### config.mk
export PLATFORM = sky130hd
export DESIGN_NAME = ayatsuki_mem_arbiter
export DESIGN_NICKNAME = d
export VERILOG_FILES = /design/src/rtl/ayatsuki_mem_arbiter.sv
export SDC_FILE = /design/constraint.sdc
export NUM_CORES = 1
export LEC_CHECK = 0
export ABC_AREA = 1
export BUFFER_PORTS_ARGS = -buffer_cell sky130_fd_sc_hd__buf_2
export CAP_MARGIN = 20
export CORE_AREA = 8 8 98 100
export DETAILED_ROUTE_END_ITERATION = 7
export DIE_AREA = 0 0 106 108
export PLACE_DENSITY = 0.72
export SLEW_MARGIN = 0
export SYNTH_ARGS = -nofsm -noshare
export SYNTH_HDL_FRONTEND = slang
export SYNTH_SLANG_ARGS = --single-unit
### constraint.sdc
create_clock -name clk -period 1.5 [get_ports clk]
set_clock_uncertainty 0.05 [all_clocks]
set_input_delay 0.3 -clock clk [delete_from_list [all_inputs] [get_ports clk]]
set_output_delay 0.3 -clock clk [all_outputs]
set_load 0.01 [all_outputs]
### src/rtl/ayatsuki_mem_arbiter.sv
`default_nettype none
// ============================================================================
// Module      : ayatsuki_mem_arbiter
// Description : Two-requester (fetch I / data D) arbiter for a single-port
//               memory. It grants one access every two cycles. D has priority
//               unless I has been starved for STARVE_LIMIT consecutive D
//               grants. Misaligned or out-of-range accesses are rejected
//               without touching memory.
// Revision    : 1.0 - initial release
// ============================================================================
module ayatsuki_mem_arbiter #(
  parameter int ADDR_MAX     = 2044,
  parameter int STARVE_LIMIT = 3
) (
  input  logic        clk,
  input  logic        rst_n,
  // fetch port
  input  logic        i_req,
  input  logic [31:0] i_addr,
  output logic [31:0] i_rdata,
  output logic        i_done,
  output logic        i_err,
  // data port
  input  logic        d_req,
  input  logic        d_we,
  input  logic [31:0] d_addr,
  input  logic [31:0] d_wdata,
  output logic [31:0] d_rdata,
  output logic        d_done,
  output logic        d_err,
  // single-port memory
  output logic        mem_en,
  output logic        mem_we,
  output logic [31:0] mem_addr,
  output logic [31:0] mem_wdata,
  input  logic [31:0] mem_rdata
);

  localparam int                 c_cnt_w      = (STARVE_LIMIT < 1) ? 1 : $clog2(STARVE_LIMIT + 1);
  localparam logic [c_cnt_w-1:0] c_starve_lim = c_cnt_w'(STARVE_LIMIT);
  localparam logic [31:0]        c_addr_max   = 32'(ADDR_MAX);

  typedef enum logic [1:0] {
    IDLE   = 2'd0,
    BUSY_I = 2'd1,
    BUSY_D = 2'd2
  } state_t;

  state_t             r_state;
  logic [c_cnt_w-1:0] r_starve_cnt;
  logic               r_i_done;
  logic               r_i_err;
  logic               r_d_done;
  logic               r_d_err;

  logic w_idle;
  logic w_i_bad;
  logic w_d_bad;
  logic w_starved;
  logic w_grant_d;
  logic w_grant_i;
  logic w_ok_d;
  logic w_ok_i;

  // Legality of each request address: word aligned and within range.
  assign w_i_bad = (i_addr[1:0] != 2'b00) || (i_addr > c_addr_max);
  assign w_d_bad = (d_addr[1:0] != 2'b00) || (d_addr > c_addr_max);

  // Grants are only issued from IDLE; D wins unless I has hit the starvation limit.
  assign w_idle    = (r_state == IDLE);
  assign w_starved = i_req && (r_starve_cnt == c_starve_lim);
  assign w_grant_d = w_idle && d_req && !w_starved;
  assign w_grant_i = w_idle && i_req && !w_grant_d;

  // A rejected grant still consumes the slot but never reaches the memory.
  assign w_ok_d = w_grant_d && !w_d_bad;
  assign w_ok_i = w_grant_i && !w_i_bad;

  // Memory access is presented combinationally in the grant cycle; reset
  // blocks any access so nothing is committed while rst_n is low.
  assign mem_en    = rst_n & (w_ok_d | w_ok_i);
  assign mem_we    = rst_n & w_ok_d & d_we;
  assign mem_addr  = w_grant_d ? d_addr : i_addr;
  assign mem_wdata = d_wdata;

  // Read data arrives one cycle after the grant, i.e. in the done cycle.
  assign i_rdata = mem_rdata;
  assign d_rdata = mem_rdata;

  // Completion flags are suppressed while reset is held so an aborted
  // transaction never shows a done pulse.
  assign i_done = rst_n & r_i_done;
  assign i_err  = rst_n & r_i_err;
  assign d_done = rst_n & r_d_done;
  assign d_err  = rst_n & r_d_err;

  // Arbitration FSM with registered completion flags and starvation counter.
  always_ff @(posedge clk) begin
    if (!rst_n) begin
      r_state      <= IDLE;
      r_starve_cnt <= '0;
      r_i_done     <= 1'b0;
      r_i_err      <= 1'b0;
      r_d_done     <= 1'b0;
      r_d_err      <= 1'b0;
    end else begin
      r_i_done <= 1'b0;
      r_i_err  <= 1'b0;
      r_d_done <= 1'b0;
      r_d_err  <= 1'b0;
      case (r_state)
        IDLE: begin
          if (w_grant_d) begin
            r_state  <= BUSY_D;
            r_d_done <= 1'b1;
            r_d_err  <= w_d_bad;
            if (i_req) begin
              if (r_starve_cnt != c_starve_lim) begin
                r_starve_cnt <= r_starve_cnt + 1'b1;
              end
            end else begin
              r_starve_cnt <= '0;
            end
          end else if (w_grant_i) begin
            r_state      <= BUSY_I;
            r_i_done     <= 1'b1;
            r_i_err      <= w_i_bad;
            r_starve_cnt <= '0;
          end
        end
        BUSY_I, BUSY_D: begin
          r_state <= IDLE;
        end
        default: begin
          r_state <= IDLE;
        end
      endcase
    end
  end

endmodule
`default_nettype wire

==> impl_metrics.json <==
{
  "path_cells": "ha_4, nand2_4, nand3_4, buf_6, buf_16, nand2_4, nand2_2, buf_6",
  "p_clk_share_pct": 21.7,
  "sw_frac_of_total_pct": 36.2,
  "syn_nets": 422,
  "clk_pin_slew_ns": 0.04,
  "final_nets": 451,
  "start_kind": "register",
  "max_stage_delay_ns": 0.33,
  "cts_max_level": 1,
  "die_x_um": 106,
  "die_y_um": 108,
  "antenna_left": 0,
  "finalHoldViolCount": 0,
  "worstPathRequired_ns": 1.15,
  "start_util_pct": 21.0,
  "syn_area_um2": 1690,
  "rsz0062_at_grt": "yes",
  "cts-root-buf": "clkbuf_8",
  "max_slew.worst_pin.slew_ns": 0.228,
  "grt_pass1_vias": 1885,
  "ys_ff_latch": 8,
  "hold_buffers": 0,
  "drt_iter0_markers": 36,
  "cts_tree": "done",
  "layout-drive-gt1-share_pct": 55.6,
  "slew_violations": 0,
  "fill_cells": 902,
  "slowest_stage": "dfxtp_2",
  "grt.total_usage_pct": 10.4,
  "diodes": 0,
  "power_frac_seq_pct": 20.5,
  "endpoint_kind": "output port",
  "finalCoreUtilization_pct": 26.2,
  "power_density_nw_per_um2": 536,
  "wl_um": 6510,
  "cp_max_fo": 8,
  "synthToLayoutAreaGrowth_pct": 24.8,
  "status": "finished with violations",
  "violations": "negative setup slack",
  "fmax_mhz": 543,
  "gp_congestion": 0.820,
  "ios": 267,
  "power.internal_uw": 722,
  "synthCells": 288,
  "yosys_warnings": 0,
  "path_class": "reg -> out",
  "min_path_type": "in -> reg",
  "ir_drop_mv": 0.229,
  "place_ws_ns": -0.177,
  "grt_max_degree": 20,
  "setup_viol": 34,
  "syn_area_per_cell_um2": 5.87,
  "p_comb_share_pct": 57.8,
  "finalCriticalPeriod_ns": 1.84,
  "wl_per_cell_um": 15.5,
  "drt_first_pass_iters": 4,
  "route.detailed.drc": 0,
  "antenna_found_initial": 0,
  "die_area_um2": 11400,
  "switchingPower_uw": 410,
  "num_rows": 33,
  "place_hpwl_um": 5450,
  "worst_slack_ns": -0.340,
  "critical_path_arrival_ns": 1.49,
  "core_area_um2": 8050,
  "cts-buffers-inserted": 3,
  "grt_pass1_wl_um": 9490,
  "slew_headroom_pct": 84.8,
  "drv_cap": 0,
  "cts_buffer_depth": 2,
  "io_buffers": 106,
  "yosysUniqueCellTypes": 20,
  "worstSkewPairLatency_ns": 0.22,
  "period_share_pct": 123,
  "power.leakage_uw": 0.00124,
  "dr_total_vias": 1723,
  "synth-seq-area-share_pct": 9.47,
  "totalPowerFinal_uw": 1130,
  "overflow": 0,
  "cts_sinks": 8,
  "viasPerCell": 4.10
}
==> critical path, delay by kind of cell (launching register included) <==
| kind | cells | cell delay [ns] |
|---|---|---|
| buf+inv | 3 | 0.44 |
| simple gates | 4 | 0.33 |
| fa+ha+maj | 1 | 0.16 |
| flops | 1 | 0.33 |
==> final cells by class <==
| cell class | count | area [um2] | area share (%) |
|---|---|---|---|
| timing repair buffer | 128 | 866 | 41.0 |
| multi-input combinational | 163 | 856 | 40.5 |
| sequential | 8 | 163 | 7.71 |
| tap | 105 | 131 | 6.22 |
| inverter | 13 | 53.8 | 2.55 |
| clock buffer | 3 | 41.3 | 1.96 |
==> flip-flops by register name, summed over array words and instances, names as in the netlist <==
signal and flops:
r_i_err 1, r_state 2, r_i_done 1, r_d_done 1
r_d_err 1, r_starve_cnt 2
==> synthesized netlist by cell type <==
master	instances	share of area [%]
inv_1	12	2.7
nor2_1	31	6.9
clkbuf_2	1	0.30
a21oi_1	2	0.59
ha_1	1	0.74
buf_6	4	2.7
inv_2	1	0.22
buf_8	1	0.89
nand3_2	1	0.59
buf_2	2	0.59
nor2_2	2	0.74
nand2_2	10	3.7
nor2_4	1	0.67
dfxtp_1	8	9.5
nand2_1	104	23
buf_4	96	43
nand3_1	5	1.5
nand4_1	2	0.74
o21ai_2	1	0.52
o21ai_0	3	0.89
==> routing by layer <==
metal	GRT usage (%)	wire (um)
met1	8.40	1920
met3	6.31	1110
met4	5.93	312
met2	19.2	3160
met5	0	0
==> cells in the final DEF (no fill, tap or decap) <==
master,instances
o21ai_2,2
nand3_4,1
o21ai_0,2
nand2_1,80
buf_6,14
inv_1,12
buf_16,2
dfxtp_2,2
buf_4,15
nand4_1,2
inv_6,1
nand2_2,19
nand3_1,5
nand2_4,15
buf_12,3
ha_4,1
nor2_1,31
buf_2,93
clkbuf_8,3
dfxtp_1,6
a21oi_1,2
buf_8,1
nor2_4,3
==> through the flow <==
step	area [um2]	std cells	hold slack [ns]	setup TNS [ns]
after floorplan	1690	288	0.379	0
after global placement	1670	407	0.386	-2.37
after detailed placement	1670	407	0.413	-4.12
after CTS	1940	417	0.342	-10.09
after global routing	2110	420	0.357	-12.88
final	2110	420	0.339	-10.07
==> power by group through the flow <==
stage / Sequential, uW / Clock (uW) / Combinational (uW)
2_1_floorplan: 232 / 0 / 508
3_3_place_gp: 233 / 0 / 478
3_5_place_dp: 233 / 0 / 491
4_1_cts: 231 / 252 / 582
5_1_grt: 232 / 265 / 720
6_report: 232 / 246 / 655
==> repair_timing <==
item | 4_1_cts | 5_1_grt
setup endpoints to repair | 34 | 34
setup buffers | 5 | 3
gates cloned | 2 | 0
resized for setup | 40 | 32
pin swaps | 12 | 11
==> final timing paths <==
kind / start / slack [ns] / endpoint / depth (start not counted)
worst max-delay path: r_starve_cnt[0] / -0.34 / mem_addr[5] / 8
worst min-delay path: rst_n / 0.34 / r_starve_cnt[1] / 3
worst max register to register: r_starve_cnt[0] / 0.19 / r_starve_cnt[1] / 7
worst min register to register: r_starve_cnt[0] / 0.43 / r_starve_cnt[0] / 1
==> kinds of logic (layout without fill, tap and decap cells) <==
| group | after synthesis | after routing | share of synthesized area, % |
|---|---|---|---|
| simple gates | 156 | 156 | 37.9 |
| compound gates | 6 | 6 | 2.00 |
| buf+inv | 117 | 144 | 49.9 |
| fa+ha+maj | 1 | 1 | 0.740 |
| flops | 8 | 8 | 9.47 |
(Power assumes the default switching activity.)
